$ cat config.mk
export PLATFORM = sky130hd
export DESIGN_NAME = periph_bank_flat
export DESIGN_NICKNAME = d
export VERILOG_FILES = /design/src/rtl/periph_pkg.sv /design/src/rtl/periph_bank_if.sv /design/src/rtl/pwm_channel.sv /design/src/rtl/periph_bank.sv /design/src/flat_wrapper.sv
export SDC_FILE = /design/constraint.sdc
export NUM_CORES = 1
export LEC_CHECK = 0
export ABC_CLOCK_PERIOD_IN_PS = 3300
export CAP_MARGIN = 20
export CORE_MARGIN = 3
export CORE_UTILIZATION = 40
export DETAILED_ROUTE_END_ITERATION = 7
export GPL_ROUTABILITY_DRIVEN = 0
export PLACE_DENSITY_LB_ADDON = 0.15
export SLEW_MARGIN = 20
export SYNTH_ARGS = -nofsm -noshare
export SYNTH_HDL_FRONTEND = slang
export SYNTH_SLANG_ARGS = --single-unit
$ cat constraint.sdc
create_clock -name clk -period 3.3 [get_ports clk]
set_input_delay 0.66 -clock clk [delete_from_list [all_inputs] [get_ports clk]]
set_output_delay 0.66 -clock clk [all_outputs]
set_load 0.02 [all_outputs]
$ cat src/rtl/periph_pkg.sv
// Shared constants and bus-lane helpers for the memory-mapped peripheral bank.
// load_extend is written to be reusable by the data-memory read path.
package periph_pkg;

  localparam logic [7:0] OFF_CTRL     = 8'h00;
  localparam logic [7:0] OFF_PERIOD   = 8'h04;
  localparam logic [7:0] OFF_PRESCALE = 8'h08;
  localparam logic [7:0] OFF_MILLIS   = 8'h0C;
  localparam logic [7:0] OFF_MICROS   = 8'h10;
  localparam logic [7:0] OFF_CMP      = 8'h14;
  localparam logic [7:0] OFF_STATUS   = 8'h18;
  localparam logic [7:0] OFF_DUTY     = 8'h20;

  localparam int CTRL_PWM_EN = 0;
  localparam int CTRL_IRQ_EN = 1;
  localparam int STATUS_IRQ  = 0;

  localparam logic [2:0] F3_LB  = 3'b000;
  localparam logic [2:0] F3_LH  = 3'b001;
  localparam logic [2:0] F3_LW  = 3'b010;
  localparam logic [2:0] F3_LBU = 3'b100;
  localparam logic [2:0] F3_LHU = 3'b101;
  localparam logic [2:0] F3_SB  = 3'b000;
  localparam logic [2:0] F3_SH  = 3'b001;
  localparam logic [2:0] F3_SW  = 3'b010;

  typedef struct packed {
    logic [31:0] data;
    logic [31:0] mask;
  } wr_lane_t;

  // Replicate store data onto every lane; the mask picks the lanes that land.
  function automatic wr_lane_t store_lanes(input logic [2:0] f3, input logic [1:0] a,
                                           input logic [31:0] d);
    wr_lane_t s;
    case (f3)
      F3_SB: begin
        s.data = {4{d[7:0]}};
        s.mask = 32'h0000_00FF << {a, 3'b000};
      end
      F3_SH: begin
        s.data = {2{d[15:0]}};
        s.mask = a[1] ? 32'hFFFF_0000 : 32'h0000_FFFF;
      end
      default: begin
        s.data = d;
        s.mask = 32'hFFFF_FFFF;
      end
    endcase
    return s;
  endfunction

  function automatic logic [31:0] merge(input logic [31:0] old, input wr_lane_t s);
    return (old & ~s.mask) | (s.data & s.mask);
  endfunction

  function automatic logic [31:0] load_extend(input logic [31:0] word, input logic [2:0] f3,
                                              input logic [1:0] a);
    logic [7:0]  b;
    logic [15:0] h;
    b = word[{a, 3'b000} +: 8];
    h = a[1] ? word[31:16] : word[15:0];
    case (f3)
      F3_LB:   return {{24{b[7]}}, b};
      F3_LH:   return {{16{h[15]}}, h};
      F3_LBU:  return {24'h0, b};
      F3_LHU:  return {16'h0, h};
      default: return word;
    endcase
  endfunction

endpackage

$ cat src/rtl/periph_bank_if.sv
// Data-memory side port of the peripheral bank, decoded in parallel with RAM.
interface periph_bank_if;
  logic [2:0]  funct3;
  logic        wren;
  logic [31:0] address;
  logic [31:0] data_in;
  logic [31:0] data_out;
  logic        hit;

  modport slave  (input funct3, wren, address, data_in, output data_out, hit);
  modport master (output funct3, wren, address, data_in, input data_out, hit);
endinterface

$ cat src/rtl/pwm_channel.sv
// One PWM channel: pending/active duty pair and the registered output compare.
module pwm_channel #(
  parameter int PWM_BITS = 8
) (
  input  logic                clk,
  input  logic                reset_n,
  input  logic                we,
  input  logic [PWM_BITS-1:0] wdata,
  input  logic                load,
  input  logic                pwm_en,
  input  logic [PWM_BITS-1:0] pwm_cnt,
  output logic [PWM_BITS-1:0] duty,
  output logic                pwm
);

  logic [PWM_BITS-1:0] duty_act;

  always_ff @(posedge clk or negedge reset_n) begin
    if (!reset_n) begin
      duty     <= '0;
      duty_act <= '0;
      pwm      <= 1'b0;
    end else begin
      if (we)   duty     <= wdata;
      if (load) duty_act <= duty;
      pwm <= pwm_en && (pwm_cnt < duty_act);
    end
  end

endmodule

$ cat src/rtl/periph_bank.sv
// Memory-mapped peripheral bank: N PWM channels with shared period/prescaler,
// free-running millis/micros timers and a millis compare-match interrupt.
module periph_bank
  import periph_pkg::*;
#(
  parameter logic [31:0] BASE_ADDR  = 32'hFFFFFF00,
  parameter int          N_CHANNELS = 4,
  parameter int          PWM_BITS   = 8,
  parameter int          CLK_FREQ   = 12000000
) (
  input  logic                  clk,
  input  logic                  reset_n,
  periph_bank_if.slave          bus,
  output logic [N_CHANNELS-1:0] pwm_out,
  output logic                  irq
);

  localparam int US_DIV = CLK_FREQ / 1000000;
  localparam int MS_DIV = CLK_FREQ / 1000;

  logic [5:0]  woff;
  logic        wr;
  wr_lane_t    lanes;

  logic [1:0]          ctrl;
  logic [PWM_BITS-1:0] period;
  logic [15:0]         prescale;
  logic [31:0]         cmp, millis, micros, us_div, ms_div;
  logic                irq_pending;
  logic [15:0]         pre_cnt;
  logic [PWM_BITS-1:0] pwm_cnt;
  logic [N_CHANNELS-1:0][PWM_BITS-1:0] duty;

  logic [31:0] rd, rd_q;
  logic [2:0]  f3_q;
  logic [1:0]  a_q;
  logic        us_tick, ms_tick, tick, wrap, cmp_set, sts_clr;

  assign woff    = bus.address[7:2];
  assign bus.hit = (bus.address[31:8] == BASE_ADDR[31:8]);
  assign wr      = bus.wren && bus.hit;
  assign lanes   = store_lanes(bus.funct3, bus.address[1:0], bus.data_in);

  assign us_tick = (us_div == 32'(US_DIV - 1));
  assign ms_tick = (ms_div == 32'(MS_DIV - 1));
  assign tick    = ctrl[CTRL_PWM_EN] && (pre_cnt >= prescale);
  assign wrap    = tick && (pwm_cnt >= period);
  // Only a MILLIS increment can raise the flag, so a CMP write never does.
  assign cmp_set = ms_tick && ((millis + 32'd1) == cmp);
  assign sts_clr = wr && (woff == OFF_STATUS[7:2]) && lanes.mask[STATUS_IRQ]
                   && lanes.data[STATUS_IRQ];

  always_ff @(posedge clk or negedge reset_n) begin
    if (!reset_n) begin
      ctrl     <= '0;
      period   <= '1;
      prescale <= '0;
      cmp      <= '0;
    end else if (wr) begin
      case (woff)
        OFF_CTRL[7:2]:     ctrl     <= 2'(merge({30'h0, ctrl}, lanes));
        OFF_PERIOD[7:2]:   period   <= PWM_BITS'(merge(32'(period), lanes));
        OFF_PRESCALE[7:2]: prescale <= 16'(merge({16'h0, prescale}, lanes));
        OFF_CMP[7:2]:      cmp      <= merge(cmp, lanes);
        default: ;
      endcase
    end
  end

  always_ff @(posedge clk or negedge reset_n) begin
    if (!reset_n) begin
      us_div      <= '0;
      ms_div      <= '0;
      micros      <= '0;
      millis      <= '0;
      irq_pending <= 1'b0;
      irq         <= 1'b0;
    end else begin
      us_div      <= us_tick ? 32'd0 : us_div + 32'd1;
      ms_div      <= ms_tick ? 32'd0 : ms_div + 32'd1;
      micros      <= micros + 32'(us_tick);
      millis      <= millis + 32'(ms_tick);
      irq_pending <= cmp_set || (irq_pending && !sts_clr);
      irq         <= irq_pending && ctrl[CTRL_IRQ_EN];
    end
  end

  always_ff @(posedge clk or negedge reset_n) begin
    if (!reset_n) begin
      pre_cnt <= '0;
      pwm_cnt <= '0;
    end else if (!ctrl[CTRL_PWM_EN]) begin
      pre_cnt <= '0;
      pwm_cnt <= '0;
    end else begin
      pre_cnt <= tick ? 16'd0 : pre_cnt + 16'd1;
      if (tick) pwm_cnt <= wrap ? '0 : pwm_cnt + 1'b1;
    end
  end

  for (genvar i = 0; i < N_CHANNELS; i++) begin : g_ch
    pwm_channel #(.PWM_BITS(PWM_BITS)) u_ch (
      .clk     (clk),
      .reset_n (reset_n),
      .we      (wr && (woff == OFF_DUTY[7:2] + 6'(i))),
      .wdata   (PWM_BITS'(merge(32'(duty[i]), lanes))),
      .load    (wrap || !ctrl[CTRL_PWM_EN]),
      .pwm_en  (ctrl[CTRL_PWM_EN]),
      .pwm_cnt (pwm_cnt),
      .duty    (duty[i]),
      .pwm     (pwm_out[i])
    );
  end

  always_comb begin
    rd = '0;
    case (woff)
      OFF_CTRL[7:2]:     rd = {30'h0, ctrl};
      OFF_PERIOD[7:2]:   rd = 32'(period);
      OFF_PRESCALE[7:2]: rd = {16'h0, prescale};
      OFF_MILLIS[7:2]:   rd = millis;
      OFF_MICROS[7:2]:   rd = micros;
      OFF_CMP[7:2]:      rd = cmp;
      OFF_STATUS[7:2]:   rd = {31'h0, irq_pending};
      default:
        for (int i = 0; i < N_CHANNELS; i++)
          if (woff == OFF_DUTY[7:2] + 6'(i)) rd = 32'(duty[i]);
    endcase
  end

  always_ff @(posedge clk or negedge reset_n) begin
    if (!reset_n) begin
      rd_q <= '0;
      f3_q <= '0;
      a_q  <= '0;
    end else begin
      rd_q <= bus.hit ? rd : 32'h0;
      f3_q <= bus.funct3;
      a_q  <= bus.address[1:0];
    end
  end

  assign bus.data_out = load_extend(rd_q, f3_q, a_q);

endmodule

$ cat src/flat_wrapper.sv
// flat-port wrapper written by rule: the top's interface ports become plain ports
module periph_bank_flat import periph_pkg::*;
#(
  parameter logic [31:0] BASE_ADDR  = 32'hFFFFFF00,
  parameter int          N_CHANNELS = 4,
  parameter int          PWM_BITS   = 8,
  parameter int          CLK_FREQ   = 12000000
)
  (clk, reset_n, pwm_out, irq, bus_funct3, bus_wren, bus_address, bus_data_in, bus_data_out, bus_hit);
  periph_bank_if bus_i ();
  input  logic clk;
  input  logic reset_n;
  output logic [N_CHANNELS-1:0] pwm_out;
  output logic irq;
  input wire logic [$bits(bus_i.funct3)-1:0] bus_funct3;
  input wire logic [$bits(bus_i.wren)-1:0] bus_wren;
  input wire logic [$bits(bus_i.address)-1:0] bus_address;
  input wire logic [$bits(bus_i.data_in)-1:0] bus_data_in;
  output wire logic [$bits(bus_i.data_out)-1:0] bus_data_out;
  output wire logic [$bits(bus_i.hit)-1:0] bus_hit;
  assign bus_i.funct3 = bus_funct3;
  assign bus_i.wren = bus_wren;
  assign bus_i.address = bus_address;
  assign bus_i.data_in = bus_data_in;
  assign bus_data_out = bus_i.data_out;
  assign bus_hit = bus_i.hit;
  periph_bank #(.BASE_ADDR(BASE_ADDR), .N_CHANNELS(N_CHANNELS), .PWM_BITS(PWM_BITS), .CLK_FREQ(CLK_FREQ)) u_core (.clk(clk), .reset_n(reset_n), .bus(bus_i), .pwm_out(pwm_out), .irq(irq));
endmodule
==> results of run 1 <==
[synthesized netlist by cell type (5+ instances only)]
library cell | n | area (sq um)
o22ai_1 | 5 | 31.3
nand2b_1 | 12 | 75.1
a221o_1 | 7 | 70.1
a31oi_1 | 14 | 87.6
nor2_1 | 134 | 503
mux4_2 | 11 | 248
a21oi_1 | 47 | 235
dfrtp_1 | 309 | 7730
nor4_1 | 19 | 119
nand3b_1 | 9 | 67.6
clkbuf_1 | 56 | 210
and3_1 | 26 | 163
inv_1 | 74 | 278
ha_1 | 61 | 763
xor2_1 | 60 | 526
a22o_1 | 7 | 61.3
a211oi_1 | 10 | 75.1
and2_1 | 10 | 62.6
and4_1 | 15 | 131
nand4_1 | 47 | 294
o22a_1 | 7 | 61.3
a22oi_1 | 36 | 270
mux2_2 | 88 | 991
a222oi_1 | 16 | 160
mux2i_1 | 35 | 350
o21ai_0 | 40 | 200
nand2_1 | 131 | 492
buf_2 | 16 | 80.1
a21o_1 | 27 | 203
nor3_1 | 27 | 135
nand3_1 | 78 | 390
xnor2_1 | 109 | 955
dfstp_2 | 8 | 210
[per-layer routing]
| metal | wire [um] | up-vias | part of all wire |
|---|---|---|---|
| met1 | 22200 | 6206 | 0.49 |
| met3 | 2010 | 67 | 0.044 |
| met5 | 0 | - | 0 |
| li1 | - | 6046 | - |
| met2 | 20200 | 304 | 0.45 |
| met4 | 964 | 0 | 0.021 |
[report_power, final]
part	total, mW	internal (mW)	switching, mW
Clock	4.15	2.53	1.62
Sequential	3.89	3.89	0.00243
Combinational	0.385	0.157	0.229
Total	8.43	6.57	1.86
[worst max-delay path by stage]
stage,start,slack [ps],to,cells after the start
after floorplan,u_core.ms_div[0],170,u_core.millis[31],13
after global placement,bus_address[28],20,bus_hit,6
after detailed placement,bus_address[28],60,bus_hit,6
after CTS,u_core.a_q[1],-100,bus_data_out[8],6
after global routing,u_core.ms_div[0],20,u_core.millis[31],14
final,u_core.a_q[1],100,bus_data_out[15],4
[logic make-up after synthesis]
group,count (synthesis),share of synthesized area
AOI/OAI and AO/OA,242,0.100
xor gates and xnor gates,169,0.0885
adders and majority gates,61,0.0456
buffers and inverters,157,0.0375
DFF,317,0.475
muxes,134,0.0950
and+or+nand+nor,535,0.158
[repair_timing]
| action | CTS | global route |
|---|---|---|
| cloned | 0 | 1 |
| endpoints found under the setup margin | 30 | 21 |
| pin swaps | 1 | 0 |
| resized for setup | 0 | 17 |
| hold buffers | 0 | 0 |
| buffers inserted | 1 | 0 |
[area by class of cell]
| class | count | area (sq um) |
|---|---|---|
| Tap cell | 532 | 666 |
| Clock inverter | 10 | 115 |
| Timing Repair Buffer | 182 | 1690 |
| Inverter | 75 | 285 |
| Timing Repair inverter | 1 | 5.00 |
| Fill cell | 3813 | 21100 |
| Multi-Input combinational cell | 1141 | 8220 |
| Antenna cell | 1 | 2.50 |
| Sequential cell | 317 | 7940 |
| Clock buffer | 56 | 1130 |
==> impl_metrics.ini, run 1 <==
[power]
power_mw = 8.43
peakVddDrop_mv = 0.294
power_leakage_nw = 9.09
powerDensity_nw_per_um2 = 420

[floorplan]
fp.dieH_um = 211
start_util = 0.407
rows = 74
core_area_sq_um = 41100
die_x_um = 211
io_pins = 108
die_area_sq_um = 44300

[worst_setup_path]
start_kind = flop
critPathMaxFanout = 8
criticalPathCategory = flop to output port
r2r_end = u_core.micros[30]
max_stage_delay_ps = 540
reg2reg_slack_ps = 290
cp-end-kind = output port
critPathArrivalTime_ps = 2540
cpLargestDelayFamily = buffers and inverters
r2r_start = u_core.us_div[24]
required_ps = 2640
path_cells = mux4_2 -> and3b_1 -> a211o_1 -> clkdlybuf4s50_1
reg2regPathDepth = 13
cp.buffers_inverters = 1
slowest_stage = clkdlybuf4s50_1

[final_layout]
drive_above_1_share = 0.149
mostFrequentLayoutCells = dfrtp_1 (308), nand2_1 (131), nor2_1 (126)
layoutNonFillerInstCount = 2315
final_common_cell = dfrtp_1
syn_to_final_growth_pct = 19.9
final_nets = 1886
fin_util = 0.488
fin_area_sq_um = 20100

[timing]
rsz0062_at_grt = no
worst_pin_slew_ps = 783
setup_slack_ps = 98.6
drv_slew = 0
whs_ps = 110
tns_ps = 0
period_share = 0.970
skew_ps = 13.0
layout_min_cycle_time_ps = 3200
setup_viol = 0
fmax_mhz = 312
finalHoldViolCount = 0
slew_headroom = 0.477

[global_route]
grt_util_met1 = 0.312
grt_max_degree = 86
grt_pass1_vias = 12500
groute.layer.met2.usage = 0.315
track_usage = 0.205
grt_pass1_wl_um = 72200
grt-busiest-layer = met2
grt.overflow.total = 0
antenna_found_initial = 0
globalRouteMet3Util = 0.0241

[synth]
yosysSeqAreaShare = 0.475
syn_area_per_cell_sq_um = 10.4
synthCells = 1615
synth-edff-count = 0
async_reset_ff_frac = 1.00
ys.flop_type = dfrtp_1
ys_ff_latch = 317
syn-num-nets = 1746
syn_area_sq_um = 16700
ys_types = 72
yosysWarnings = 0

[clocking]
path_clk_slew_ps = 60
root_buffer = clkbuf_16
cts_sinks = 317
cts_tree = done
cts_buffer_depth = 3
h-tree-depth = 2
clock_latency_ps = 530
cts_buffers = 37

[detailed_routing]
final_antenna_net_count = 0
drt_wl_total_um = 45300
drt_iter0_drc = 1055
wl_per_cell_um = 19.6
viasPerCell = 5.45
vias = 12600
remaining_drc_errors = 0
drt-pass1-iter-count = 6

[flow_run]
drv_cap = 0

[place]
place_inst = 2246
numPortBuffers = 107
dp_slack_ps = 56.7
dp_hpwl_um = 34100
place_area_sq_um = 18700

[run_status]
status = finished clean

[hold_path]
hold_class = primary input to async pin
(Power assumes the default switching activity.)
==> inputs of run 2 (changes only) <==
--- a/config.mk
+++ b/config.mk
@@ -12,7 +12,7 @@
 export DETAILED_ROUTE_END_ITERATION = 7
 export GPL_ROUTABILITY_DRIVEN = 0
 export PLACE_DENSITY_LB_ADDON = 0.15
-export SLEW_MARGIN = 20
+export SLEW_MARGIN = 30
 export SYNTH_ARGS = -nofsm -noshare
 export SYNTH_HDL_FRONTEND = slang
 export SYNTH_SLANG_ARGS = --single-unit
==> results of run 2 <==
Same layout as run 1: the final DEF is identical, and so are final timing and power.
==> inputs of run 3 (changes only) <==
--- a/config.mk
+++ b/config.mk
@@ -5,10 +5,11 @@
 export SDC_FILE = /design/constraint.sdc
 export NUM_CORES = 1
 export LEC_CHECK = 0
-export ABC_CLOCK_PERIOD_IN_PS = 3300
+export ABC_CLOCK_PERIOD_IN_PS = 2570
 export CAP_MARGIN = 20
+export CORE_ASPECT_RATIO = 1.75
 export CORE_MARGIN = 3
-export CORE_UTILIZATION = 40
+export CORE_UTILIZATION = 54
 export DETAILED_ROUTE_END_ITERATION = 7
 export GPL_ROUTABILITY_DRIVEN = 0
 export PLACE_DENSITY_LB_ADDON = 0.15
==> constraint.sdc (replaced) <==
create_clock -name clk -period 2.57 [get_ports clk]
set_input_delay 0.514 -clock clk [delete_from_list [all_inputs] [get_ports clk]]
set_output_delay 0.514 -clock clk [all_outputs]
set_load 0.02 [all_outputs]
==> run 3 against run 2 <==
Net effect: largest cell class unchanged; register-to-register slack worse by 360 ps; critical path type unchanged; global-route usage up 8.5 points; highest routed layer unchanged; the run now ends with setup timing left; clock skew about the same; clock-buffer cell count fell by 11; non-clock buffer count increased by 146; final area increased by 5.2%; setup slack got worse by 290 ps; sequential power increased by 29%.
==> impl_metrics.ini, run 3 (synthesis results as in run 1) <==
[run_status]
status = finished with violations
violations = setup timing

[place]
numPortBuffers = 107
dp_slack_ps = -273
dp_hpwl_um = 37000

[timing]
period_share = 1.07
setup_slack_ps = -192
tns_ps = -2790
finalHoldViolCount = 0
skew_ps = 12.9
fmax_mhz = 362
layout_min_cycle_time_ps = 2760
drv_slew = 0
rsz0062_at_grt = yes
whs_ps = 465
setup_viol = 31
worst_pin_slew_ps = 725
slew_headroom = 0.515

[detailed_routing]
vias = 13800
drt_iter0_drc = 980
viasPerCell = 5.98
drt_wl_total_um = 49200
drt-pass1-iter-count = 7
final_antenna_net_count = 0
wl_per_cell_um = 21.3
remaining_drc_errors = 0

[final_layout]
mostFrequentLayoutCells = dfrtp_1 (307), buf_4 (197), nor2_1 (126)
drive_above_1_share = 0.253
num-fill-cells = 2340
fin_util = 0.697
syn_to_final_growth_pct = 26.1
multi_input_area_sq_um = 8570
seqCellArea_sq_um = 7950
final_nets = 2025
final_common_cell = dfrtp_1

[power]
power_frac_seq = 0.506
internal-power_mw = 7.59
peakVddDrop_mv = 0.546
swShare = 0.232
powerDensity_nw_per_um2 = 468
power_switching_mw = 2.29
power_mw = 9.88
combinationalPowerShare = 0.053
clkPwrFrac = 0.442
power_leakage_nw = 9.92

[global_route]
grt_pass1_vias = 14300
grt_max_degree = 81
antenna_found_initial = 1
track_usage = 0.291
grt_pass1_wl_um = 76400
grt.overflow.total = 0

[worst_setup_path]
cp-startpoint = u_core.a_q[1]
criticalPathCategory = flop to output port
cp-end-kind = output port
setup.worst_path.end = bus_data_out[8]
reg2reg_slack_ps = -70
r2r_end = u_core.micros[27]
start_kind = flop
reg2regPathDepth = 11
critPathArrivalTime_ps = 2250
critPathMaxFanout = 8
r2r_start = u_core.us_div[4]
required_ps = 2060

[clocking]
h-tree-depth = 1
cts_tree = done
cts_buffers = 31
cts_buffer_depth = 3
path_clk_slew_ps = 60
root_buffer = clkbuf_16
cts_sinks = 317
clock_latency_ps = 580

[floorplan]
core_area_sq_um = 30300
die_x_um = 139
rows = 84
fp.dieH_um = 239
io_pins = 108
die_area_sq_um = 33200
start_util = 0.553

[hold_path]
hold_class = primary input to async pin

[flow_run]
drv_cap = 0
## run 3: cell count changes in the layout (fill, tap and decap cells not counted), sizes merged
cell           before  now
dlygate4sd2         0    1
buf                76  250
clkinvlp            2    1
clkbuf             56   48
clkdlybuf4s50     104   73
clkinv              6   12
dlygate4sd3         0    1
inv                76   75
bufinv              2    0
dlymetal6s2s        2    0
## run 3: final cells by class
cell class	count	share of cell area
Clock buffer	45	0.0416
Tap cell	387	0.0229
Inverter	75	0.0134
Timing Repair Buffer	328	0.135
Multi-Input combinational cell	1141	0.406
Clock inverter	13	0.00374
Sequential cell	317	0.377
Antenna cell	1	0.000119
## run 3: timing repair
item / CTS / global route
gates cloned: 1 / 1
setup buffers: 7 / 16
setup endpoints to repair: 83 / 98
endpoints found under the hold margin: 42 / 0
gates resized for setup: 158 / 69
pin swaps: 17 / 36
hold buffers: 1 / 0
## run 3: power by group through the flow
stage	logic (mW)	clock network [mW]	registers [mW]
after global routing	0.557	4.61	4.99
after CTS	0.510	4.43	5.00
after floorplan	0.157	0	5.09
after detailed placement	0.506	0	5.09
after global placement	0.501	0	5.09
final	0.520	4.36	5.00
## run 3: per-layer routing
layer / routed length (um) / track usage / up-vias
met5: 0 / 0 / -
met4: 3960 / 0.196 / 0
met3: 1900 / 0.0252 / 200
met2: 26400 / 0.538 / 467
met1: 17000 / 0.312 / 6828
li1: - / - / 6309
## run 3: worst max-delay path, cell delays in order, from the launching register on
cell and delay (ps):
dfrtp_1 390, mux4_2 510, and3b_2 300, a221o_1 330, buf_6 150
## run 3: stage by stage
stage / cell area [sq um] / std cells
final: 21100 / 2307
after floorplan: 16800 / 1615
after global placement: 19600 / 2222
after global routing: 21100 / 2307
after detailed placement: 19600 / 2222
after CTS: 20700 / 2289
## run 3: worst min path at each step
| stage | from | endpoint |
|---|---|---|
| 4_1_cts | bus_address[0] | u_core.a_q[0] |
| 3_3_place_gp | u_core.us_div[0] | u_core.us_div[0] |
| 5_1_grt | bus_funct3[2] | u_core.f3_q[2] |
| 2_1_floorplan | reset_n | async pin |
| 3_5_place_dp | u_core.micros[31] | u_core.micros[31] |
| 6_report | reset_n | u_core.ms_div[29] |
